**config.mk**
```make
export PLATFORM = sky130hd
export DESIGN_NAME = clkdiv_multi
export DESIGN_NICKNAME = d
export VERILOG_FILES = /design/src/rtl/clkdiv_pkg.sv /design/src/rtl/clkdiv_chan.sv /design/src/rtl/clkdiv_multi.sv
export SDC_FILE = /design/constraint.sdc
export NUM_CORES = 1
export LEC_CHECK = 0
export ABC_AREA = 1
export CELL_PAD_IN_SITES_DETAIL_PLACEMENT = 1
export CELL_PAD_IN_SITES_GLOBAL_PLACEMENT = 2
export CORE_UTILIZATION = 39
export DETAILED_ROUTE_END_ITERATION = 8
export GPL_TIMING_DRIVEN = 0
export PLACE_DENSITY = 0.89
export SYNTH_ARGS = -nofsm -noshare
export SYNTH_HDL_FRONTEND = slang
export SYNTH_SLANG_ARGS = --single-unit
```
**constraint.sdc**
```tcl
create_clock -name i_clk -period 3.79 [get_ports i_clk]
set_input_delay 0.379 -clock i_clk [delete_from_list [all_inputs] [get_ports i_clk]]
set_output_delay 0.379 -clock i_clk [all_outputs]
set_load 0.005 [all_outputs]
```
**src/rtl/clkdiv_pkg.sv**
```systemverilog
// Shared types and helpers for the clkdiv_multi channel dividers.
// Functions work on 32-bit values; callers cast to their own counter width (CW <= 32).
package clkdiv_pkg;

   typedef enum logic [1:0] {
      ST_IDLE = 2'd0,
      ST_RUN  = 2'd1,
      ST_STEP = 2'd2
   } state_t;

   localparam int MIN_DIV = 2;

   function automatic logic [31:0] clamp_div(input logic [31:0] n);
      return (n < 32'(MIN_DIV)) ? 32'(MIN_DIV) : n;
   endfunction

   function automatic logic [31:0] half_up(input logic [31:0] n);
      return (n >> 1) + {31'd0, n[0]};
   endfunction

endpackage

```
**src/rtl/clkdiv_chan.sv**
```systemverilog
// One divider channel: programmable ratio applied at period wrap, ~50% duty clock plus ce pulse.
// Latency 1 clk from run/step to first edge; no backpressure. CLKDIV_STEP_EN adds single-period step.
module clkdiv_chan
   import clkdiv_pkg::*;
#(
   parameter int CW      = 16,
   parameter int DEF_DIV = 18
) (
   input  logic          i_clk,
   input  logic          i_rst_n,
   input  logic [CW-1:0] i_div_cfg,
   input  logic          i_cfg_load,
   input  logic          i_run,
`ifdef CLKDIV_STEP_EN
   input  logic          i_step,
`endif
   output logic          o_clk_out,
   output logic          o_ce_out,
   output logic          o_cfg_busy
);

   localparam logic [CW-1:0] RST_DIV = CW'(clamp_div(32'(DEF_DIV)));
   localparam logic [CW-1:0] RST_HI  = CW'(half_up(clamp_div(32'(DEF_DIV))));

   state_t        r_state, w_state_nxt;
   logic [CW-1:0] r_cnt, r_act_div, r_hi_len, r_pend_div;
   logic [CW-1:0] w_cnt_inc, w_cnt_nxt, w_cfg_div, w_pend_hi;
   logic          r_pend_vld, r_clk_out, r_ce_out;
   logic          w_wrap, w_apply, w_clk_nxt, w_ce_nxt, w_step;

`ifdef CLKDIV_STEP_EN
   assign w_step = i_step;
`else
   assign w_step = 1'b0;
`endif

   assign w_cnt_inc = r_cnt + CW'(1);
   assign w_wrap    = (r_cnt == r_act_div - CW'(1));
   assign w_cfg_div = CW'(clamp_div(32'(i_div_cfg)));
   assign w_pend_hi = CW'(half_up(32'(r_pend_div)));
   // Idle channels take a pending ratio at once; running ones only at the wrap edge.
   assign w_apply   = r_pend_vld && ((r_state == ST_IDLE) || w_wrap);

   always_ff @(posedge i_clk or negedge i_rst_n) begin
      if (!i_rst_n) r_state <= ST_IDLE;
      else          r_state <= w_state_nxt;
   end

   always_comb begin
      w_state_nxt = r_state;
      case (r_state)
         ST_IDLE: begin
            if (i_run)       w_state_nxt = ST_RUN;
            else if (w_step) w_state_nxt = ST_STEP;
         end
         ST_RUN: begin
            if (!i_run) w_state_nxt = ST_IDLE;
         end
         ST_STEP: begin
            if (i_run)       w_state_nxt = ST_RUN;
            else if (w_wrap) w_state_nxt = ST_IDLE;
         end
         default: w_state_nxt = ST_IDLE;
      endcase
   end

   // Every edge into an active state from IDLE, and every wrap that stays active, starts a period.
   always_comb begin
      w_cnt_nxt = '0;
      w_clk_nxt = 1'b0;
      w_ce_nxt  = 1'b0;
      if (w_state_nxt != ST_IDLE) begin
         if ((r_state == ST_IDLE) || w_wrap) begin
            w_clk_nxt = 1'b1;
            w_ce_nxt  = 1'b1;
         end else begin
            w_cnt_nxt = w_cnt_inc;
            w_clk_nxt = (w_cnt_inc < r_hi_len);
         end
      end
   end

   always_ff @(posedge i_clk or negedge i_rst_n) begin
      if (!i_rst_n) begin
         r_cnt      <= '0;
         r_act_div  <= RST_DIV;
         r_hi_len   <= RST_HI;
         r_pend_div <= '0;
         r_pend_vld <= 1'b0;
         r_clk_out  <= 1'b0;
         r_ce_out   <= 1'b0;
      end else begin
         r_cnt     <= w_cnt_nxt;
         r_clk_out <= w_clk_nxt;
         r_ce_out  <= w_ce_nxt;
         if (w_apply) begin
            r_act_div <= r_pend_div;
            r_hi_len  <= w_pend_hi;
         end
         // A load on an applying edge becomes the next pending value.
         if (i_cfg_load) begin
            r_pend_div <= w_cfg_div;
            r_pend_vld <= 1'b1;
         end else if (w_apply) begin
            r_pend_vld <= 1'b0;
         end
      end
   end

   assign o_clk_out  = r_clk_out;
   assign o_ce_out   = r_ce_out;
   assign o_cfg_busy = r_pend_vld;

endmodule

```
**src/rtl/clkdiv_multi.sv**
```systemverilog
// CH independent clock dividers with runtime ratio, ce pulse and run gate; outputs registered, 1 clk latency.
// No backpressure. Optional single-period step input under CLKDIV_STEP_EN.
module clkdiv_multi
   import clkdiv_pkg::*;
#(
   parameter int CH      = 2,
   parameter int CW      = 16,
   parameter int DEF_DIV = 18
) (
   input  logic [CH*CW-1:0] i_div_cfg,
   input  logic             i_clk,
   input  logic             i_rst_n,
   input  logic [CH-1:0]    i_cfg_load,
   input  logic [CH-1:0]    i_run,
`ifdef CLKDIV_STEP_EN
   input  logic [CH-1:0]    i_step,
`endif
   output logic [CH-1:0]    o_clk_out,
   output logic [CH-1:0]    o_ce_out,
   output logic [CH-1:0]    o_cfg_busy
);

   for (genvar k = 0; k < CH; k++) begin : g_chan
      clkdiv_chan #(
         .CW      (CW),
         .DEF_DIV (DEF_DIV)
      ) u_chan (
         .i_clk      (i_clk),
         .i_rst_n    (i_rst_n),
         .i_div_cfg  (i_div_cfg[k*CW +: CW]),
         .i_cfg_load (i_cfg_load[k]),
         .i_run      (i_run[k]),
`ifdef CLKDIV_STEP_EN
         .i_step     (i_step[k]),
`endif
         .o_clk_out  (o_clk_out[k]),
         .o_ce_out   (o_ce_out[k]),
         .o_cfg_busy (o_cfg_busy[k])
      );
   end

endmodule

```
==> results of run 1 <==
-- placed cells by master, fill, tap and decap left out, types with 3 or more instances in the layout --
cell             synthesis  final
buf_4                   11     11
clkbuf_1                15     16
nand4_1                 12     12
nor2_1                  76     76
xor2_1                  54     54
mux2_2                   5      5
inv_1                  149    149
clkbuf_16                0     17
nand2_1                339    339
clkdlybuf4s50_1          0     40
buf_2                    6      6
nor4_1                   6      6
nor2_4                   4      4
a21oi_1                 51     51
dfrtp_1                130    130
nand3b_1                13     13
o21ai_0                 32     32
nand3_1                154    154
nor3_1                  21     21
clkinvlp_4               0      4
dfstp_2                  8      8
inv_6                    0      3
nand2_4                  4      4
ha_1                    38     38
nand2_2                 10     10
buf_6                    8      9
xnor2_1                 16     16
clkinv_2                 0      3
o21bai_1                 3      3
nor2_2                   5      5
-- flip-flops by register name (all words and copies together), names as in the netlist --
| signal | count |
|---|---|
| g_chan.u_chan.o_cfg_busy | 2 |
| g_chan.u_chan.o_ce_out | 2 |
| g_chan.u_chan.r_pend_div | 32 |
| g_chan.u_chan.r_cnt | 32 |
| g_chan.u_chan.r_hi_len | 32 |
| g_chan.u_chan.r_act_div | 32 |
| g_chan.u_chan.o_clk_out | 2 |
| g_chan.u_chan.r_state | 4 |
-- worst register-to-register path: cells and delay by family, from the launching register on --
kind	cells	cell delay, ns
compound gates	1	0.15
xor+xnor	1	0.30
fa+ha+maj	2	0.53
buf+inv	2	0.10
flops	1	0.43
simple gates	10	1.49
-- per-layer routing --
metal  track usage, %  vias to the layer above
met5                0                        -
met4             4.47                        0
met3             3.16                       11
met2             34.1                       87
met1             32.8                     3614
li1                 -                     3924
-- logic make-up after synthesis --
| group | synth area share (%) |
|---|---|
| mux | 0.636 |
| xor+xnor | 7.11 |
| flops | 39.1 |
| fa+ha+maj | 5.37 |
| buf+inv | 9.35 |
| simple gates | 32.6 |
| compound gates | 5.80 |
-- worst paths after layout --
| check | start | depth (start not counted) | endpoint |
|---|---|---|---|
| min in group asynchronous | i_rst_n | 2 | g_chan[0].u_chan.r_pend_div[3] |
| setup / recovery | g_chan[0].u_chan.r_cnt[0] | 16 | g_chan[0].u_chan.o_clk_out |
| max in group asynchronous | i_rst_n | 3 | g_chan[0].u_chan.r_cnt[10] |
| hold / removal | i_cfg_load[0] | 2 | g_chan[0].u_chan.r_pend_div[9] |
| hold reg to reg | g_chan[1].u_chan.r_hi_len[11] | 2 | g_chan[1].u_chan.r_hi_len[11] |
| setup reg to reg | g_chan[0].u_chan.r_cnt[0] | 16 | g_chan[0].u_chan.o_clk_out |
-- layout make-up --
class,instances,area [um^2],share of cell area (%)
clock buffer,19,443,4.34
sequential,138,3460,33.9
timing repair buffer,43,449,4.40
buffer,41,264,2.59
tap,280,350,3.43
clock inverter,13,119,1.16
multi-input combinational,861,4560,44.6
inverter,150,563,5.52
-- through the flow --
stage          hold slack, ns  TNS [ns]  setup WS [ns]  cells
4_1_cts                 0.374         0          0.732   1545
3_3_place_gp            0.451   -438.91          -3.30   1511
6_report                0.372         0          0.745   1545
3_5_place_dp            0.325         0          0.824   1512
5_1_grt                 0.404         0          0.430   1545
2_1_floorplan          0.0834         0           1.41   1190
-- where the power goes --
group	switching, W	internal, W	total, W
clock	0.000663	0.000923	0.00159
sequential	0.000165	0.00163	0.00179
combinational	0.000542	0.000334	0.000876
==> out/qor.yml, run 1 <==
clock_tree:
  ctsResizeCount: 0
  cts_buffers: 17
  post_cts_buffers: 0
  cts_root_buffer: "clkbuf_16"
  htree_num_levels: 4
  clock_latency_ns: 0.42
  cts_tree: "built"
  cts_sinks: 138
  clockBufferDepth: 2
  hold_buffers: 1
  cts.reportedPaths.clkPinSlew_ns: 0.06
cells_and_area:
  antenna_cells: 0
  drive_gt1_share_pct: 7.91
  nNetsFinal: 1328
  fill_cells: 2824
  fin_area_um2: 10200
  final_util_pct: 46.3
  area_delta_synth_final_pct: 15.4
synth:
  synth_flop_cell: "dfrtp_1"
  yosys_warnings: 0
  synth-seq-cells: 138
  syn_nets: 1266
  yosys.area.top_type: "dfrtp_1"
  synth-edff-count: 0
  synthMostInstantiatedCell: "nand2_1"
  syn_area_um2: 8850
  synth_cell_types: 40
  netlist_instances: 1190
  avgSynthCellArea_um2: 7.43
  async_flop_share_pct: 100
  synth_common_cells: "nand2_1, nand3_1, inv_1"
  synth_top_cell_area_share_pct: 36.8
  synth_area_leaders: "dfrtp_1, nand2_1, nand3_1, inv_1, ha_1"
  ys_seq_area_share_pct: 39.1
sta:
  setup_violations: 0
  period_share_pct: 80.3
  post-route-min-period_ns: 3.05
  maxSlewHeadroom_pct: 41.9
  fin_skew_ns: 0.0111
  max_freq_mhz: 328
  finalHoldViolations: 0
  rsz0062_at_grt: "no"
  tightest_slew_ns: 0.866
  slew_violations: 0
drt:
  met3_length_um: 669
  drtIter0Drc: 333
  route.antenna.remaining_nets: 0
  highest_layer: "met4"
  wl_met1_um: 12900
  avgRoutedWirePerCell_um: 15.8
  num_vias: 7636
  drcViolationCount: 0
  wl_met2_um: 10700
  dr.pass1.iters: 6
  vias_per_cell: 4.94
  routed_wl_um: 24400
worst_setup_path:
  worstSetupPathType: "flop to flop"
  critPathSlowestCell: "dfrtp_1"
  r2r_slack_ns: 0.74
  worstSetupStartpointType: "flop"
  crit_family: "simple AND/OR/NAND/NOR gates"
  crit_chain: "ha_1 > nand2_1 > nor2_1 > nand3_1 > nor2_1 > nand3_1 > nor3_1 > xor2_1 > ha_1 > nand4_1 > inv_1 > a21oi_1 > nand2_1 > nand3_1 > nand2_1 > inv_1"
  worstPathMaxFanout: 5
  max_stage_delay_ns: 0.43
  required_ns: 4.15
  critPathArrivalTime_ns: 3.40
  endpoint_kind: "flop"
  path_buf_inv: 2
placed_design:
  io_buffers: 41
  placed_area_um2: 9640
  dpl.hpwl_um: 19100
  gp_congestion: 0.812
power_and_ir_drop:
  ir_drop_v: 0.000266
  power.total_w: 0.00425
  p_leak_nw: 5.22
  power.density_nw_per_um2: 417
die:
  dieWidth_um: 153
  pin_count: 44
  initial_core_util_pct: 40.2
  dieHeight_um: 153
  rows: 54
  dieArea_um2: 23300
  coreArea_um2: 22000
run_status:
  status: "completed"
flow_run:
  drv_cap: 0
global_routing:
  grt_pass1_vias: 7927
  grt_use_total_pct: 22.1
  grt_max_degree: 97
  grt_overflow: 0
  antenna_found_initial: 0
  grt_pass1_wl_um: 40900
hold_path:
  hp-class: "input pin to flop"
(Power assumes the default switching activity.)
==> inputs of run 2 (changes only) <==
CORE_UTILIZATION = 36   (was 39)
PLACE_DENSITY = 0.83   (was 0.89)
clock period = 3.05 ns   (was 3.79 ns; I/O delays follow)
==> run 2 against run 1 <==
  * Sequential power up 24%
  * Largest cell class unchanged
  * Die area rose by 8.2%
  * Power up 25%
  * Final area rose by 0.72%
  * Clock skew increased by 0.0034 ns
  * Core utilization shrank 3.8 points
==> out/qor.yml, run 2 (same netlist as run 1, synthesis figures left out) <==
placed_design:
  dpl.hpwl_um: 19200
  io_buffers: 41
  gp_congestion: 0.802
  place_ws_ns: 0.137
  dp.cells: 1556
  placed_area_um2: 9690
power_and_ir_drop:
  power.density_nw_per_um2: 518
  ir_drop_v: 0.000374
  p_leak_nw: 5.22
  power.total_w: 0.00532
cells_and_area:
  antenna_cells: 0
  drive_gt1_share_pct: 8.30
  layout_common_cells: "nand2_1, nand3_1, inv_1"
  final_common_cell: "nand2_1"
  nNetsFinal: 1328
  fin_cells: 1589
  fin_area_um2: 10300
  area_delta_synth_final_pct: 16.2
run_status:
  status: "completed"
sta:
  tightest_slew_ns: 0.891
  slew_violations: 0
  post-route-min-period_ns: 2.75
  period_share_pct: 90.2
  fin_skew_ns: 0.0145
  fin_ws_ns: 0.300
  finalHoldViolations: 0
  rsz0062_at_grt: "no"
  max_freq_mhz: 364
  maxSlewHeadroom_pct: 40.2
  setup_violations: 0
global_routing:
  grt_pass1_vias: 7944
  grt_max_degree: 98
  grt_overflow: 0
  grt_pass1_wl_um: 41100
  antenna_found_initial: 0
  grt_use_total_pct: 20.4
drt:
  dr.pass1.iters: 4
  drcViolationCount: 0
  vias_per_cell: 4.84
  avgRoutedWirePerCell_um: 15.4
  routed_wl_um: 24400
  num_vias: 7684
  drtIter0Drc: 329
  route.antenna.remaining_nets: 0
clock_tree:
  clock_latency_ns: 0.43
  cts_buffers: 17
  cts_sinks: 138
  cts.reportedPaths.clkPinSlew_ns: 0.07
  cts_tree: "built"
  htree_num_levels: 4
  clockBufferDepth: 2
  cts_root_buffer: "clkbuf_16"
die:
  rows: 57
  dieHeight_um: 159
  dieArea_um2: 25200
  dieWidth_um: 159
  initial_core_util_pct: 36.6
  pin_count: 44
  coreArea_um2: 24200
hold_path:
  hp-class: "input pin to flop"
  whs_path_depth: 2
worst_setup_path:
  worstSetupStartpointType: "flop"
  critPathArrivalTime_ns: 3.12
  worstSetupPathType: "flop to flop"
  required_ns: 3.42
  reg2regPathDepth: 16
  endpoint_kind: "flop"
  worstPathMaxFanout: 5
flow_run:
  drv_cap: 0
## run 2: cell count changes in the layout (fill, tap and decap cells not counted), moves of 2 or more
cell	previous run	this run
clkinv_4	2	0
nor2_1	76	74
inv_6	3	7
inv_8	0	3
clkinv_2	3	0
## run 2: final timing paths
kind / to / slack [ns] / from
worst min-delay path: g_chan[0].u_chan.r_pend_div[5] / 0.30 / i_cfg_load[0]
worst min register to register: g_chan[1].u_chan.r_hi_len[0] / 0.47 / g_chan[1].u_chan.r_hi_len[0]
max in group asynchronous: g_chan[0].u_chan.r_cnt[0] / 1.79 / i_rst_n
min in group asynchronous: g_chan[1].u_chan.r_cnt[10] / 0.37 / i_rst_n
worst max-delay path: g_chan[0].u_chan.o_clk_out / 0.30 / g_chan[0].u_chan.r_cnt[0]
worst max register to register: g_chan[0].u_chan.o_clk_out / 0.30 / g_chan[0].u_chan.r_cnt[0]
## run 2: stage by stage
| step | setup TNS, ns | utilization (%) | hold slack (ns) |
|---|---|---|---|
| 3_5_place_dp | 0 | 40.1 | 0.266 |
| 3_3_place_gp | -557.75 | 40.0 | 0.450 |
| 2_1_floorplan | 0 | - | 0.00941 |
| 4_1_cts | 0 | 42.5 | 0.295 |
| 5_1_grt | 0 | 42.5 | 0.329 |
| 6_report | 0 | 42.5 | 0.302 |
## run 2: cell type report
type	instances	area, um^2
timing repair buffer	43	449
buffer	41	264
clock buffer	18	439
fill	3037	13900
clock inverter	14	125
tap	324	405
inverter	150	563
multi-input combinational	861	4570
sequential	138	3460
## run 2: layer usage
layer	global-route usage (%)	vias to the layer above	wire length, um	part of all wire (%)
met5	0	-	0	0
met4	4.94	0	283	1.2
met3	2.74	23	454	1.9
met2	31.0	72	10400	43
met1	30.4	3663	13200	54
li1	-	3926	-	-
## run 2: worst max-delay path: stages, from the launching register on
cell     delay [ns]
dfrtp_2        0.40
ha_1           0.19
nand2_1        0.06
nor2_1         0.15
nand3_1        0.18
nor2_4         0.16
nand3_1        0.15
nor3_1         0.21
xor2_1         0.25
ha_1           0.29
nand4_1        0.12
inv_1          0.05
a21oi_1        0.15
nand2_1        0.09
nand3_1        0.11
nand2_1        0.07
inv_1          0.05
## run 2: timing repair
| item | in CTS | in global routing |
|---|---|---|
| hold buffers | 1 | 0 |
| setup endpoints to repair | 0 | 2 |
| setup buffers | 0 | 0 |
| resized for setup | 0 | 5 |
| hold endpoints to repair | 40 | 0 |
## run 2: power breakdown
| group | total (W) | internal [W] | switching, W |
|---|---|---|---|
| clock | 0.00201 | 0.00110 | 0.000919 |
| combinational | 0.00109 | 0.000416 | 0.000669 |
| sequential | 0.00222 | 0.00202 | 0.000203 |
| total | 0.00532 | 0.00353 | 0.00179 |
==> inputs of run 3 (changes only) <==
PLACE_DENSITY = default   (was 0.83)
PLACE_DENSITY_LB_ADDON = 0.1   (was default)
clock period = 2.8 ns   (was 3.05 ns; I/O delays follow)
==> run 3 against run 2 <==
  * Largest power group unchanged
  * Core utilization increased by 1.1 points
  * First-iteration DRC count rose by 21%
  * Clock power grew 9%
  * Combinational power increased by 9%
  * Critical path type unchanged
  * Clock skew is 0.0010 ns lower
  * Die area is the same
  * Sequential power up 9.5%
  * Flip-flop and latch count did not move
  * Setup slack worse by 0.17 ns
==> out/qor.yml, run 3 (same netlist as run 1, synthesis figures left out) <==
sta:
  max_freq_mhz: 375
  setup_violations: 0
  finalHoldViolations: 0
  post-route-min-period_ns: 2.67
  slew_violations: 0
  fin_ws_ns: 0.131
  fin_setup_tns_ns: 0
  period_share_pct: 95.3
  tightest_slew_ns: 0.718
  fin_skew_ns: 0.0135
  maxSlewHeadroom_pct: 51.8
cells_and_area:
  layout_common_cells: "nand2_1, nand3_1, inv_1"
  fill_cells: 3017
  final_common_cell: "nand2_1"
  drive_gt1_share_pct: 11.2
  nNetsFinal: 1345
  fin_cells: 1606
  seq_area_um2: 3470
  area_delta_synth_final_pct: 19.2
  final_util_pct: 43.6
  multi_input_area_um2: 4700
  antenna_cells: 0
global_routing:
  antenna_found_initial: 0
  grt_pass1_wl_um: 41500
  grt_use_total_pct: 20.7
  grt_overflow: 0
  grt_pass1_vias: 7731
  grt_max_degree: 91
placed_design:
  gp_congestion: 0.795
  io_buffers: 41
  place_ws_ns: -0.127
  dp.cells: 1556
  dpl.hpwl_um: 19400
drt:
  num_vias: 7569
  drcViolationCount: 0
  vias_per_cell: 4.71
  avgRoutedWirePerCell_um: 15.4
  dr.pass1.iters: 4
  routed_wl_um: 24700
  drtIter0Drc: 399
  route.antenna.remaining_nets: 0
worst_setup_path:
  critPathArrivalTime_ns: 2.95
  worstSetupStartpointType: "flop"
  required_ns: 3.08
  worstPathMaxFanout: 4
  endpoint_kind: "flop"
  worstSetupPathType: "flop to flop"
power_and_ir_drop:
  power.density_nw_per_um2: 551
  power.total_w: 0.00581
  p_leak_nw: 5.34
  ir_drop_v: 0.000342
clock_tree:
  cts.reportedPaths.clkPinSlew_ns: 0.06
  clock_latency_ns: 0.42
  clockBufferDepth: 2
  htree_num_levels: 4
  cts_sinks: 138
  cts_root_buffer: "clkbuf_16"
  cts_buffers: 17
  cts_tree: "built"
die:
  coreArea_um2: 24200
  rows: 57
  dieWidth_um: 159
  pin_count: 44
  initial_core_util_pct: 36.6
  dieHeight_um: 159
  dieArea_um2: 25200
hold_path:
  hp-class: "input pin to flop"
flow_run:
  drv_cap: 0
run_status:
  status: "completed"
==> run 3: cell types whose count changed in the layout (fill, tap and decap cells not counted), sizes merged <==
cell | before | now
buf | 27 | 44
inv | 160 | 152
clkinv | 0 | 4
clkbuf | 34 | 36
bufinv | 0 | 1
clkinvlp | 4 | 5
==> run 3: cell type report <==
| type | count | share of cell area, % |
|---|---|---|
| multi-input cells | 861 | 44.5 |
| flip-flops and latches | 138 | 32.9 |
| repair buffers | 60 | 5.47 |
| inverters | 150 | 5.34 |
| clock buffers | 20 | 4.33 |
| well taps | 324 | 3.84 |
| plain buffers | 41 | 2.50 |
| clock inverters | 12 | 1.10 |
==> run 3: timing repair <==
action / 4_1_cts / 5_1_grt
buffers inserted: 9 / 8
cloned: 0 / 0
resized for setup: 2 / 31
pin swaps: 2 / 10
endpoints found under the hold margin: 47 / 0
hold buffers: 1 / 0
setup endpoints to repair: 1 / 43
==> run 3: path summary, 6_finish.rpt <==
kind	start	end	slack, ns	cells after the start
max in group asynchronous	i_rst_n	g_chan[1].u_chan.r_act_div[1]	1.52	3
min	i_cfg_load[0]	g_chan[0].u_chan.r_pend_div[1]	0.27	3
max reg2reg	g_chan[0].u_chan.r_cnt[1]	g_chan[0].u_chan.r_cnt[14]	0.13	17
min in group asynchronous	i_rst_n	g_chan[1].u_chan.r_cnt[10]	0.39	2
max	g_chan[0].u_chan.r_cnt[1]	g_chan[0].u_chan.r_cnt[14]	0.13	17
min reg2reg	g_chan[1].u_chan.r_hi_len[0]	g_chan[1].u_chan.r_hi_len[0]	0.46	2
==> run 3: per-layer routing <==
| metal | up-vias | track usage [%] | share of wire (%) |
|---|---|---|---|
| met5 | - | 0 | 0 |
| met4 | 0 | 4.68 | 0.87 |
| met3 | 16 | 2.56 | 2.2 |
| met2 | 77 | 29.7 | 41 |
| met1 | 3522 | 32.4 | 55 |
| li1 | 3954 | - | - |
==> run 3: critical path, stage by stage, from the launching register on <==
cell and delay, ns:
dfrtp_1 0.37, ha_2 0.19, nand2_1 0.06, nor2_2 0.17, nand3_2 0.13, nor2_4 0.17, nand3_4 0.11, nor3_4 0.22
xor2_2 0.11, buf_4 0.15, buf_4 0.12, buf_4 0.12, buf_4 0.12, buf_4 0.12, buf_4 0.12, buf_4 0.12
nand3_1 0.07, a21oi_1 0.05
==> run 3: where the power goes <==
group	internal, W	switching (W)	total, W
clock network	0.00128	0.000910	0.00219
logic	0.000458	0.000734	0.00119
registers	0.00220	0.000227	0.00243
==> run 3: per-stage QoR <==
step / area (um^2) / hold WS (ns)
after global placement: 9660 / 0.451
after global routing: 10500 / 0.286
final: 10500 / 0.270
after floorplan: 8850 / -0.0156
after CTS: 10300 / 0.276
after detailed placement: 9690 / 0.271
